File: config.mk
export PLATFORM = sky130hd
export DESIGN_NAME = ysram_row_packer
export DESIGN_NICKNAME = d
export VERILOG_FILES = /design/src/rtl/ysram_row_packer.sv
export SDC_FILE = /design/constraint.sdc
export NUM_CORES = 1
export LEC_CHECK = 0
export ABC_CLOCK_PERIOD_IN_PS = 2200
export CELL_PAD_IN_SITES_DETAIL_PLACEMENT = 1
export CELL_PAD_IN_SITES_GLOBAL_PLACEMENT = 1
export CORE_ASPECT_RATIO = 1.5
export CORE_MARGIN = 10
export CORE_UTILIZATION = 37
export DETAILED_ROUTE_END_ITERATION = 6
export PLACE_DENSITY = 0.85
export SETUP_SLACK_MARGIN = 0.5
export SLEW_MARGIN = 0
export SYNTH_ARGS = -nofsm -noshare
export SYNTH_HDL_FRONTEND = slang
export SYNTH_SLANG_ARGS = --single-unit
File: constraint.sdc
create_clock -name clock -period 2.2 [get_ports clock]
set_clock_uncertainty 0.05 [all_clocks]
set_input_delay 0.66 -clock clock [delete_from_list [all_inputs] [get_ports clock]]
set_output_delay 0.66 -clock clock [all_outputs]
set_load 0.02 [all_outputs]
File: src/rtl/ysram_row_packer.sv
// Packs column-tagged complex entries into 4-slot, 256-bit YSRAM row words and issues held write requests.
// Latency: an accepted word-completing entry shows up on WE/WriteReq/WriteBus the next cycle.
// Backpressure: one-word holding register; in_ready drops while a write is pending and not granted this cycle.
module ysram_row_packer #(
    parameter int BASE_ADDR = 0,
    parameter int MAX_ADDR  = 2047
) (
    input  logic         clock,
    input  logic         reset,
    input  logic         start,
    input  logic         in_valid,
    output logic         in_ready,
    input  logic [47:0]  in_element,
    input  logic [12:0]  in_pos,
    input  logic         in_last,
    input  logic         in_eom,
    output logic         WE,
    input  logic         WrAck,
    output logic [10:0]  WriteReq,
    output logic [255:0] WriteBus,
    output logic         done,
    output logic         overflow,
    output logic [11:0]  word_count
);

    typedef enum logic [1:0] {IDLE, PACK, FLUSH, DONE} state_t;

    typedef struct packed {
        logic        valid;
        logic        eof;
        logic        rsvd;
        logic [12:0] pos;
        logic [47:0] element;
    } slot_t;

    localparam logic [11:0] baseAddr = 12'(BASE_ADDR);
    localparam logic [11:0] maxAddr  = 12'(MAX_ADDR);

    state_t            state;
    state_t            nextState;
    slot_t [3:0]       slots;
    slot_t [3:0]       mergedSlots;
    slot_t             newSlot;
    logic [1:0]        fillIdx;
    logic [11:0]       addrCnt;
    logic              pend;
    logic [10:0]       wrAddr;
    logic [255:0]      wrData;
    logic              doneReg;
    logic              ovfReg;
    logic [11:0]       wordCnt;
    logic              entryLast;
    logic              accept;
    logic              wordDone;
    logic              addrPast;
    logic              ack;

    assign in_ready   = (state == PACK) && (!pend || WrAck);
    assign accept     = in_valid && in_ready;
    assign entryLast  = in_last || in_eom;
    assign wordDone   = accept && ((fillIdx == 2'd3) || entryLast);
    // Counter is one wider than the address so "past the end" is representable.
    assign addrPast   = addrCnt > maxAddr;
    assign ack        = pend && WrAck;

    assign WE         = pend;
    assign WriteReq   = wrAddr;
    assign WriteBus   = wrData;
    assign done       = doneReg;
    assign overflow   = ovfReg;
    assign word_count = wordCnt;

    always_comb begin
        newSlot         = '0;
        newSlot.valid   = 1'b1;
        newSlot.eof     = entryLast;
        newSlot.rsvd    = 1'b0;
        newSlot.pos     = in_pos;
        newSlot.element = in_element;
        mergedSlots          = slots;
        mergedSlots[fillIdx] = newSlot;
    end

    always_ff @(posedge clock) begin
        if (reset) begin
            state <= IDLE;
        end else begin
            state <= nextState;
        end
    end

    always_comb begin
        nextState = state;
        case (state)
            IDLE:    if (start) nextState = PACK;
            PACK:    if (wordDone && in_eom) nextState = FLUSH;
            FLUSH:   if (!pend) nextState = DONE;
            DONE:    nextState = IDLE;
            default: nextState = IDLE;
        endcase
    end

    always_ff @(posedge clock) begin
        if (reset) begin
            slots   <= '0;
            fillIdx <= 2'd0;
            addrCnt <= 12'd0;
            pend    <= 1'b0;
            wrAddr  <= 11'd0;
            wrData  <= '0;
            doneReg <= 1'b0;
            ovfReg  <= 1'b0;
            wordCnt <= 12'd0;
        end else begin
            doneReg <= (nextState == DONE);

            if (state == IDLE && start) begin
                slots   <= '0;
                fillIdx <= 2'd0;
                addrCnt <= baseAddr;
                wordCnt <= 12'd0;
                ovfReg  <= 1'b0;
            end

            if (ack) begin
                pend    <= 1'b0;
                wordCnt <= wordCnt + 12'd1;
            end

            // A completing entry may reload the holding register in the same cycle the old word retires.
            if (wordDone) begin
                slots   <= '0;
                fillIdx <= 2'd0;
                if (addrPast) begin
                    ovfReg <= 1'b1;
                end else begin
                    pend    <= 1'b1;
                    wrAddr  <= addrCnt[10:0];
                    wrData  <= mergedSlots;
                    addrCnt <= addrCnt + 12'd1;
                end
            end else if (accept) begin
                slots   <= mergedSlots;
                fillIdx <= fillIdx + 2'd1;
            end
        end
    end

endmodule
Word level (Yosys, flattened, before mapping)
Cells that the tools add are included.
{ "totals": {"reg_bits": 554, "in_bits": 68, "out_inout_bits": 283, "elab_cells": 79} }
{ "classes": {"n_addsub": 3, "order_cmp": 3, "n_eq_ne": 5, "n_mux": 22, "bitwise": 1, "n_reduce_logical": 16} }
{ "op_table": {"columns": ["op", "n"], "rows": [
  ["256-bit 2-to-1 mux", 2],
  ["256-bit bitwise mux", 1],
  ["64-bit demux with 2-bit select", 1],
  ["64-bit 2-to-1 mux", 1],
  ["12-bit 2-to-1 mux", 5],
  ["12-bit by 1-bit adder with 12-bit output (second input constant)", 2],
  ["12-bit by 11-bit > comparator with 1-bit output (second input constant)", 1],
  ["2-bit 2-to-1 mux", 5],
  ["2-bit equality test (second input constant)", 4],
  ["2-bit one-hot mux with 4 select lines", 1],
  ["1-bit logical AND", 7],
  ["1-bit 2-to-1 mux", 6],
  ["2-bit nonzero test", 2],
  ["1-bit logical OR", 3],
  ["2-bit by 3-bit less-than comparator with 1-bit output (second input constant)", 1],
  ["2-bit by 1-bit adder with 2-bit output (second input constant)", 1],
  ["2-bit by 1-bit equality test with 1-bit output (second input constant)", 1],
  ["2-bit by 1-bit greater-or-equal comparator with 1-bit output (second input constant)", 1],
  ["2-bit zero test", 1],
  ["2-bit AND reduction", 1],
  ["2-bit OR reduction", 1],
  ["1-bit zero test", 1],
  ["1-bit NOT", 1]
]} }

Logic depth before layout (Yosys ltp)
Gate-level depths: netlist of run 1.
{ "depth": {"ltp_word": 9, "depth_mapped": 8, "ltp_nobuf": 6} }

Worst setup path after synthesis of run 1
No wires, ideal clock.
{ "synth_path": {"kind": "in2reg", "start": "in in_valid", "end": "reg addrCnt[9]", "setup_ps": 70, "t_arrival_ps": 2134, "required_ps": 2080, "setup_slack_ps": -54, "stages": 6, "n_path_buf": 2, "cell_sequence": "buf_2 nand3_1 or4_4 buf_6 or4_1 a21oi_1"} }
{ "synth_via": {"elab_chain_len": 3} }
{ "synth_lines": {"columns": ["element", "line_no", "text"], "rows": [
  ["from (decl)", "11", "input logic in_valid,"],
  ["1-bit logical AND", "59", "assign accept = in_valid && in_ready;"],
  ["1-bit logical AND", "61", "assign wordDone = accept && ((fillIdx == 2'd3) || entryLast);"],
  ["12-bit 2-to-1 mux", "131", "if (wordDone) begin"],
  ["to (signal assigned)", "120", "addrCnt <= baseAddr;"],
  ["to (signal assigned)", "140", "addrCnt <= addrCnt + 12'd1;"],
  ["to (decl)", "45", "logic [11:0] addrCnt;"]
]} }
Every way passes these cells.
A chain may end at the register's enable or synchronous reset.

Worst setup path after layout of run 1
{ "layout_path": {"start": "reg fillIdx[0]", "end": "reg wrData[153] (netlist: WriteBus[153])"} }
{ "layout_via": {"elab_chain_len": 5, "word_cells_on_any_way": 10, "classes_between": "order compare: 2; eq/ne: 1; mux: 3; reduce/logical: 4"} }
{ "layout_lines": {"columns": ["element", "line_no", "text"], "rows": [
  ["from (decl)", "44", "logic [1:0] fillIdx;"],
  ["from (signal assigned)", "144", "fillIdx <= fillIdx + 2'd1;"],
  ["2-bit by 3-bit less-than comparator with 1-bit output (implied by the code) / 2-bit by 1-bit greater-or-equal comparator with 1-bit output (equally long branches)", "81", "mergedSlots[fillIdx] = newSlot;"],
  ["1-bit logical AND (implied by the code)", "81", null],
  ["64-bit 2-to-1 mux (implied by the code)", "81", null],
  ["64-bit demux with 2-bit select", "81", null],
  ["256-bit bitwise mux", "81", null],
  ["to (signal assigned)", "139", "wrData <= mergedSlots;"],
  ["to (decl)", "48", "logic [255:0] wrData;"]
]} }
Parallel ways exist; a longest one is shown, timed or not.

==> impl_results.md, run 1 <==
- Status: finished, violations left
- Failing checks: setup timing
- Crit. End Element: flop
- Register area share after synthesis: 0.487
- Final number of setup-violating endpoints: 7
- DRT iter0 DRCs: ~2,000
- Critical path class: flop to flop
- Die width: 223 um
- EDFF count, synth: 0
- Fin crit period: 2520 ps
- Max Cap Violations: 0
- Fin nets: around 3,100
- Final worst slack: -317 ps
- WP data required: about 2600 ps
- # IOs: approximately 350
- Fin util: 0.564
- Drt first pass iters: 5
- Clock Path Buffers: 3
- Hold path cells: 2
- Syn avg cell area: ~8.7 um2
- Post-DR vias/cell: 6.36
- Setup TNS: -987 ps
- Peak supply drop: 0.000510 V
- Yosys reg bits: around 550
- Port bufs: 350
- Hold crit path type: flop to flop
- Largest net degree at the start of global routing: between 100 and 150
- Unique cell type count in the Yosys netlist: 43
- Number of global-route vias before repair: about 25,000
- Arr. time, crit path: about 2900 ps
- Grt ovf: 0
- Die height: 324 um
- Fmax: ~400 MHz
- CP Launch Type: flop
- Clk slew on worst S/H paths: approximately 80 ps
- Final Wtd Congestion: approximately 0.85
- Final Max Slew Viols: 0
- Antenna violations before repair: 5
- Final period util: 1.14
- YS warnings: 0
- Num rows: approximately 110
- Mapped Nets: between 2,000 and 3,000
- CTS tree: yes
- Post-Syn Area: about 23,000 um2
- GRT Total Usage: 0.265
- Via count: 24,700
- Worst slew margin: 0.162
- PwrDens: 747 nW/um2
- Cells after Synth: ~2,600
- Worst-Skew Late Latency: just over 600 ps
- Fin area: 34,400 um2
- DRC violations left: 0
- Final hold vios: 0
- Post-DP HPWL: a little over 60,000 um
- CTS sink count: roughly 550
- Area Overhead vs Synth: 51.0%
- Least-Margin Pin Slew: around 1300 ps
- Cell leakage power: around 13 nW
- First-pass GRT wire length: roughly 150,000 um
- # H-tree levels: 2
- CP Max Fanout: 51
- Synth async-reset ratio: 0
- RSZ-0062 raised after global routing: yes
- Share of cells above drive strength 1: 0.334
- Top_reg_cell synth: dfxtp_1
- Die footprint: about 70,000 um2
- Drt wl/cell: about 32 um
- Initial Util: 0.373
- DRT antenna net count: 0
- Hold Buf Count CTS: 0
- WL final: between 100,000 and 150,000 um
- Root Driver: clkbuf_16
- Placed Area: 28,600 um2
- Cells on worst reg2reg path: 8
- CTS buffer count: 54
- Core box area: a little over 60,000 um2
## through the flow
stage,hold slack (ps),setup WS [ps],power (W),instances
after floorplan,360,90.2,0.0129,2612
after global placement,371,-694,0.0143,3582
after detailed placement,407,-715,0.0144,3582
after CTS,417,98.2,0.0247,3760
after global routing,407,-332,0.0262,3873
final,405,-317,0.0257,3874
## what timing repair did
action / 4_1_cts / 5_1_grt
resized for setup: 907 / 396
setup endpoints to repair: 826 / 832
buffers inserted: 71 / 59
pin swaps: 9 / 36
cloned: 7 / 51
hold endpoints to repair: 0 / 0
## state kept, by name (all words and copies together), names as in the netlist
signal	count
WriteBus	256
slots	256
addrCnt	12
word_count	12
WriteReq	11
fillIdx	2
state	2
WE	1
done	1
overflow	1
## report_power, final
group	leakage [nW]	internal [W]	total, W	switching (W)
Combinational	7.21	0.00182	0.00444	0.00262
Clock	0.938	0.00605	0.0104	0.00440
Sequential	4.55	0.0104	0.0108	0.000373
## critical path: stages (launching register included)
cell and delay, ps:
dfxtp_4 360, ha_4 190, or3_4 350, nand4_1 110
buf_6 150, nor2_4 70, buf_12 170, buf_12 190
a211oi_2 630
## layout make-up
class | count | area, um2
Timing Repair Buffer | 688 | 7750
Clock inverter | 19 | 305
Antenna cell | 4 | 10.0
Sequential cell | 554 | 11300
Inverter | 13 | 70.1
Clock buffer | 81 | 1630
Tap cell | 791 | 990
Multi-Input combinational cell | 1724 | 12300
Fill cell | 6477 | 26600
## placed cells by master (no fill, tap or decap), types with 7 or more instances in the layout
| cell | instances |
|---|---|
| a211oi_1 | 227 |
| a211oi_2 | 18 |
| a21oi_1 | 222 |
| a21oi_2 | 275 |
| a21oi_4 | 36 |
| and3_1 | 7 |
| buf_12 | 61 |
| buf_16 | 10 |
| buf_4 | 194 |
| buf_6 | 130 |
| buf_8 | 9 |
| bufinv_16 | 8 |
| clkbuf_1 | 13 |
| clkbuf_16 | 92 |
| clkbuf_8 | 11 |
| clkdlybuf4s50_1 | 63 |
| clkinv_2 | 7 |
| clkinvlp_4 | 7 |
| dfxtp_1 | 445 |
| dfxtp_2 | 65 |
| dfxtp_4 | 44 |
| dlygate4sd2_1 | 178 |
| inv_1 | 7 |
| mux2i_1 | 246 |
| nand2_1 | 260 |
| nand2_4 | 8 |
| nand2_8 | 7 |
| nand3_1 | 261 |
| nand4_1 | 19 |
| nor2_1 | 26 |
| o211ai_1 | 8 |
| o21ai_0 | 24 |
| or3_1 | 10 |
## cell families after synthesis
| kind of cell | count (synthesis) | share of synthesized area |
|---|---|---|
| and+or+nand+nor | 637 | 0.130 |
| AOI/OAI and AO/OA | 828 | 0.211 |
| buffers and inverters | 339 | 0.0593 |
| DFF | 554 | 0.487 |
| adders and majority gates | 6 | 0.00330 |
| muxes | 248 | 0.109 |
## layer usage
metal,GRT usage,vias up,share of wire
met5,0,-,0.00011
met4,0.174,2,0.088
met3,0.0511,665,0.069
met2,0.481,1463,0.50
met1,0.272,12300,0.35
li1,-,10300,-
## Yosys cell counts, drive strengths merged, types with 13 or more instances
library cell,instances,area share
dfxtp,554,0.49
a21oi,533,0.12
nand2,274,0.045
clkbuf,270,0.045
nand3,264,0.058
a211oi,248,0.082
mux2i,246,0.11
buf,56,0.013
o21ai,29,0.0064
nor2,28,0.0046
nand4,19,0.0052
inv,13,0.0021
## final timing paths
| kind | from | end | slack (ps) |
|---|---|---|---|
| hold / removal | slots[254] | slots[254] | 400 |
| setup reg to reg | fillIdx[0] | WriteBus[153] | -320 |
| setup / recovery | fillIdx[0] | WriteBus[153] | -320 |
| hold reg to reg | slots[254] | slots[254] | 400 |
Power figures use the tool's default switching activity.
==> run 2: changes to the inputs <==
--- a/config.mk
+++ b/config.mk
@@ -10,9 +10,11 @@
 export CELL_PAD_IN_SITES_GLOBAL_PLACEMENT = 1
 export CORE_ASPECT_RATIO = 1.5
 export CORE_MARGIN = 10
-export CORE_UTILIZATION = 37
+export CORE_UTILIZATION = 38
+export CTS_BUF_LIST = sky130_fd_sc_hd__clkbuf_8
 export DETAILED_ROUTE_END_ITERATION = 6
-export PLACE_DENSITY = 0.85
+export PLACE_DENSITY = 0.86
+export REMOVE_ABC_BUFFERS = 1
 export SETUP_SLACK_MARGIN = 0.5
 export SLEW_MARGIN = 0
 export SYNTH_ARGS = -nofsm -noshare
==> run 2 against run 1 <==
Effect of this change:
- the flow still finishes with violations (setup timing)
- register-to-register slack improved by 100 ps
- via count increased by 1.8%
- combinational power barely moved
- cell count grew 0.15%
- non-clock buffer count is 39 lower
- sequential cell count unchanged
- critical endpoint is now slots[208]
- largest cell class unchanged
==> impl_results.md, run 2 (synthesis gave the netlist of run 1 again) <==
- Most common cell after layout, fill and taps aside: a21oi_1
- Reg-to-Reg End: slots[208]
- Post-DP HPWL: 59,700 um (-3.0%)
- Clock share of power: 0.392 (-0.015)
- Filler cells: 6,332 (-2.2%)
- Fin area: 33,900 um2 (-1.4%)
- Fmax: 414 MHz (+4.2%)
- Die height: 320 um (-1.2%)
- GRT Total Usage: 0.269 (+0.00378)
- Reg-to-Reg Start: fillIdx[1]
- Final number of setup-violating endpoints: 88 (+81)
- Port bufs: 350 (unchanged)
- Least-Margin Pin Slew: 997 ps (-259 ps)
- Psw: 0.00768 W (+3.9%)
- Placed Area: 28,100 um2 (-1.8%)
- Arr. time, crit path: 2960 ps (+60 ps)
- Worst-Skew Late Latency: 740 ps (+130 ps)
- Die footprint: 70,300 um2 (-2.4%)
- Fin crit period: 2410 ps (-102 ps)
- Largest net degree at the start of global routing: 133 (+23%)
- Final period util: 1.10 (-0.0465)
- Initial Util: 0.385 (+0.0112)
- Fin util: 0.573 (+0.00880)
- Antenna violations before repair: 11 (+6)
- CP peak stage delay: 370 ps (-260 ps)
- Hold slack: 422 ps (+16.8 ps)
- DRT iter0 DRCs: 2,686 (+37%)
- Internal cell power: 0.0174 W (-4.5%)
- Total power: 0.0251 W (-2.1%)
- Gate power share: 0.178 (+0.005)
- Cell leakage power: 12.4 nW (-2.6%)
- Multi-input gate area: 11,800 um2 (-3.6%)
- DRT antenna net count: 0 (unchanged)
- Hold Startpoint: slots[103]
- Post-DR vias/cell: 6.47 (+1.6%)
- CP Buf/Inv Count: 3 (unchanged)
- Setup TNS: -3510 ps (-2520 ps)
- Peak supply drop: 0.000569 V (+12%)
- CTS tree: yes
- Cells on worst reg2reg path: 8 (unchanged)
- DRC violations left: 0 (unchanged)
- CP Max Fanout: 16 (-69%)
- Hold crit path type: flop to flop
- Critical path class: flop to flop
- Most frequent cells in the layout: a21oi_1 (428), dfxtp_1 (420), nand2_1 (270)
- Fin nets: 3,098 (-0.35%)
- Status: finished, violations left
- Core box area: 59,200 um2 (-2.9%)
- Die width: 220 um (-1.2%)
- CTS sink count: 554 (unchanged)
- Clock Path Buffers: 3 (unchanged)
- Clk slew on worst S/H paths: 80 ps (about the same)
- Register area: 11,300 um2 (about the same)
- Net Sw Frac: 0.306 (+0.0175)
- Grt ovf: 0 (unchanged)
- Via count: 25,100 (+1.8%)
- Max Cap Violations: 0 (unchanged)
- Hold path cells: 2 (unchanged)
- Drt first pass iters: 6 (+1)
- CTS buffer count: 87 (+61%)
- Number of global-route vias before repair: 24,600 (-1.1%)
- # H-tree levels: 3 (+1)
- Share of cells above drive strength 1: 0.298 (-0.0362)
- Worst slew margin: 0.335 (+0.174)
- Seq pwr share: 0.430 (+0.010)
- Final hold vios: 0 (unchanged)
- Failing checks: setup timing
- WL final: 124,000 um (+0.85%)
- Worst hold path endpoint: slots[103]
- RSZ-0062 raised after global routing: yes
- Final Max Slew Viols: 0 (unchanged)
- Num rows: 109 (-1.8%)
- Crit. End Element: flop
- Critical path's slowest cell: dfxtp_4
- Hold Buf Count CTS: 0 (unchanged)
- CP delay by family, top: simple AND/OR/NAND/NOR gates
- Final Wtd Congestion: 0.845 (-0.96%)
- CP Launch Type: flop
- CP Cell Sequence: ha_4 -> or3_4 -> nand4_1 -> buf_6 -> nand2_8 -> buf_12 -> buf_16 -> a21oi_1
- Root Driver: clkbuf_8
- Final worst slack: -214 ps (+102 ps)
- Flop-to-flop setup slack: -210 ps (+100 ps)
- PwrDens: 741 nW/um2 (-0.70%)
- WP data required: 2750 ps (+170 ps)
- Drt wl/cell: 32.1 um (+0.70%)
- First-pass GRT wire length: 149,000 um (-1.8%)
- # IOs: 351 (unchanged)
- Area Overhead vs Synth: 48.9%
-- run 2: cell types whose count changed in the layout (fill, tap and decap cells not counted), moves of 54 or more --
cell | previous run | this run
clkbuf_16 | 92 | 38
a211oi_2 | 18 | 84
a21oi_1 | 222 | 428
clkbuf_8 | 11 | 116
a21oi_2 | 275 | 49
a211oi_1 | 227 | 159
-- run 2: metal layers --
layer | global-route usage | up-vias | wire, um
li1 | - | 10200 | -
met3 | 0.0498 | 635 | 10500
met5 | 0 | - | 30
met4 | 0.179 | 4 | 10400
met1 | 0.293 | 12500 | 43300
met2 | 0.463 | 1763 | 60200
-- run 2: what timing repair did --
| item | in CTS | in global routing |
|---|---|---|
| cloned | 2 | 52 |
| gates resized for setup | 1032 | 422 |
| pin swaps | 2 | 60 |
| setup endpoints to repair | 824 | 834 |
| buffers inserted | 44 | 47 |
-- run 2: worst max-delay path by stage --
stage | startpoint | to | slack, ps | cells after the start
floorplan | fillIdx[0] | WriteBus[126] | -10040 | 5
global placement | WrAck | in_ready | -620 | 4
detailed placement | WrAck | in_ready | -570 | 4
CTS | WE | in_ready | 40 | 3
global route | fillIdx[1] | slots[208] | -190 | 8
finish | fillIdx[1] | slots[208] | -210 | 8
-- run 2: worst min-delay path: cells and delay by family (launching register included) --
kind	cells	cell delay [ps]
AO/OA/AOI/OAI	1	60
flip-flops	1	310
AND/OR/NAND/NOR	1	60
-- run 2: final cells by class --
class                           count  area share
Inverter                           13     0.00199
Tap cell                          777      0.0287
Multi-Input combinational cell   1719       0.349
Sequential cell                   554       0.335
Antenna cell                        9    0.000665
Clock buffer                      116      0.0471
Timing Repair Buffer              649       0.229
Clock inverter                     43     0.00842
-- run 2: per-stage QoR --
| stage | cells | setup slack (ps) |
|---|---|---|
| 2_1_floorplan | 2286 | -10040 |
| 3_3_place_gp | 3567 | -623 |
| 3_5_place_dp | 3567 | -567 |
| 4_1_cts | 3772 | 42.3 |
| 5_1_grt | 3880 | -188 |
| 6_report | 3880 | -214 |
-- run 2: power groups by stage --
stage                     logic, W  registers [W]  clock network [W]
after global routing       0.00461         0.0108             0.0103
after global placement     0.00330         0.0109                  0
after floorplan            0.00121         0.0112                  0
final                      0.00447         0.0108            0.00985
after detailed placement   0.00340         0.0109                  0
after CTS                  0.00342         0.0107            0.00956
==> run 3: changes to the inputs <==
--- a/config.mk
+++ b/config.mk
@@ -10,10 +10,10 @@
 export CELL_PAD_IN_SITES_GLOBAL_PLACEMENT = 1
 export CORE_ASPECT_RATIO = 1.5
 export CORE_MARGIN = 10
-export CORE_UTILIZATION = 38
-export CTS_BUF_LIST = sky130_fd_sc_hd__clkbuf_8
+export CORE_UTILIZATION = 37
+export CTS_BUF_LIST = sky130_fd_sc_hd__clkbuf_4 sky130_fd_sc_hd__clkbuf_8 sky130_fd_sc_hd__clkbuf_16
 export DETAILED_ROUTE_END_ITERATION = 6
-export PLACE_DENSITY = 0.86
+export PLACE_DENSITY = 0.85
 export REMOVE_ABC_BUFFERS = 1
 export SETUP_SLACK_MARGIN = 0.5
 export SLEW_MARGIN = 0
==> run 3 against run 2 <==
Effect of this change:
- the run still ends with setup timing left
- largest cell class unchanged
- register-to-register slack got worse by 90 ps
- critical path type unchanged
- critical path depth did not move
- core utilization grew 0.099 points
- count of clock-buffer cells in the layout down 40
- non-clock buffer count is 63 higher
- hold slack worse by 2.0 ps
- sequential power about the same
- total power is 3.2% higher
- sequential share of layout area fell by 0.38 points
- wire length grew 8.3%
- final area grew 3.2%
==> impl_results.md, run 3 (synthesis gave the netlist of run 1 again) <==
- Status: finished, violations left
- Failing checks: setup timing
- # IOs: 351 (unchanged)
- CTS buffer count: 53 (-39%)
- Worst slew margin: 0.301 (-0.0343)
- Filler cells: 6,396 (+1.0%)
- Post-DP HPWL: 59,800 um (+0.30%)
- CP Launch Type: flop
- Peak supply drop: 0.000536 V (-5.8%)
- Fin util: 0.574 (+0.000990)
- Num rows: 111 (+1.8%)
- Dpl cells: 3,581 (+0.39%)
- Via count: 25,600 (+1.9%)
- Area Overhead vs Synth: 53.6%
- Fmax: 399 MHz (-3.8%)
- Arr. time, crit path: 2920 ps (-40 ps)
- Fin nets: 3,129 (+1.0%)
- Number of global-route vias before repair: 24,900 (+1.5%)
- Final period util: 1.14 (+0.0431)
- Fin crit period: 2510 ps (+94.8 ps)
- First-pass GRT wire length: 155,000 um (+4.1%)
- Total power: 0.0259 W (+3.2%)
- Initial Util: 0.373 (-0.0112)
- Root Driver: clkbuf_16
- Worst-Skew Late Latency: 620 ps (-120 ps)
- Clock Path Buffers: 3 (unchanged)
- Hold crit path type: flop to flop
- Post-DR vias/cell: 6.57 (+1.6%)
- Drt wl/cell: 34.6 um (+7.9%)
- Largest net degree at the start of global routing: 131 (-1.5%)
- Drt first pass iters: 6 (unchanged)
- Crit. End Element: flop
- DRT iter0 DRCs: 2,552 (-5.0%)
- Pre-CTS setup slack: -668 ps (-101 ps)
- CTS sink count: 554 (unchanged)
- Antenna violations before repair: 5 (-6)
- CTS tree: yes
- # H-tree levels: 2 (-1)
- Final Wtd Congestion: 0.858 (+1.5%)
- Most common cell after layout, fill and taps aside: a21oi_1
- Non-Filler Instances: 3,894 (+0.36%)
- Die footprint: 72,000 um2 (+2.5%)
- CP Max Fanout: 12 (-4)
- Final number of setup-violating endpoints: 33 (-63%)
- RSZ-0062 raised after global routing: yes
- Least-Margin Pin Slew: 1050 ps (+51.4 ps)
- Port bufs: 350 (unchanged)
- Clk slew on worst S/H paths: 70 ps (about the same)
- Final Max Slew Viols: 0 (unchanged)
- WP data required: 2610 ps (-140 ps)
- Final worst slack: -309 ps (-94.8 ps)
- WL final: 135,000 um (+8.3%)
- GRT Total Usage: 0.272 (+0.00350)
- Cell leakage power: 12.4 nW (+0.28%)
- Share of cells above drive strength 1: 0.416 (+0.118)
- Core box area: 61,000 um2 (+3.0%)
- Setup TNS: -1910 ps (+1600 ps)
- Die width: 223 um (+1.2%)
- Max Cap Violations: 0 (unchanged)
- DRC violations left: 0 (unchanged)
- DRT antenna net count: 0 (unchanged)
- Grt ovf: 0 (unchanged)
- PwrDens: 741 nW/um2 (about the same)
- Final hold vios: 0 (unchanged)
- Critical path class: flop to flop
- Die height: 324 um (+1.3%)
- Most frequent cells in the layout: a21oi_1 (500), buf_6 (297), dfxtp_1 (270), nand2_1 (270), nand3_1 (263)
run 3: repair_timing:
item	in CTS	in global routing
endpoints found under the setup margin	830	833
gates resized for setup	1042	1378
pin swaps	9	49
hold buffers	0	0
gates cloned	15	48
setup buffers	39	108
run 3: final cells by class:
type	instances	area, um2	share of cell area
Tap cell	791	990	0.0283
Clock inverter	22	262	0.00748
Antenna cell	5	12.5	0.000358
Multi-Input combinational cell	1721	11800	0.337
Timing Repair Buffer	712	8700	0.249
Inverter	13	60.1	0.00172
Sequential cell	554	11600	0.331
Clock buffer	76	1600	0.0458
run 3: critical path: stages (launching register included):
cell and delay, ps:
dfxtp_4 370, ha_4 190, or3_4 360, nand4_1 130, buf_6 130, buf_6 190, nand2_8 170, buf_16 270
a21oi_1 460
run 3: path summary, 6_finish.rpt:
kind                endpoint       start  slack (ps)  depth (start not counted)
hold / removal      slots[7]    slots[7]         420                          2
setup / recovery  slots[179]  fillIdx[0]        -310                          8
hold reg to reg     slots[7]    slots[7]         420                          2
setup reg to reg  slots[179]  fillIdx[0]        -310                          8
run 3: layer usage:
layer / wire [um] / GRT usage / vias up / share of wire
li1: - / - / 10300 / -
met1: 46900 / 0.297 / 12700 / 0.35
met2: 64400 / 0.472 / 1877 / 0.48
met3: 11200 / 0.0476 / 773 / 0.083
met4: 12200 / 0.193 / 2 / 0.091
met5: 17 / 0 / - / 0.00013
run 3: stage by stage:
stage,area [um2],hold slack [ps]
final,35000,420
after CTS,31200,395
after floorplan,21500,360
after global routing,35000,444
after detailed placement,28000,386
after global placement,28000,372
run 3: where the power goes:
group          internal, W  leakage, nW  switching (W)
combinational      0.00208         6.84        0.00281
sequential          0.0104         4.63       0.000423
clock              0.00568        0.933        0.00450
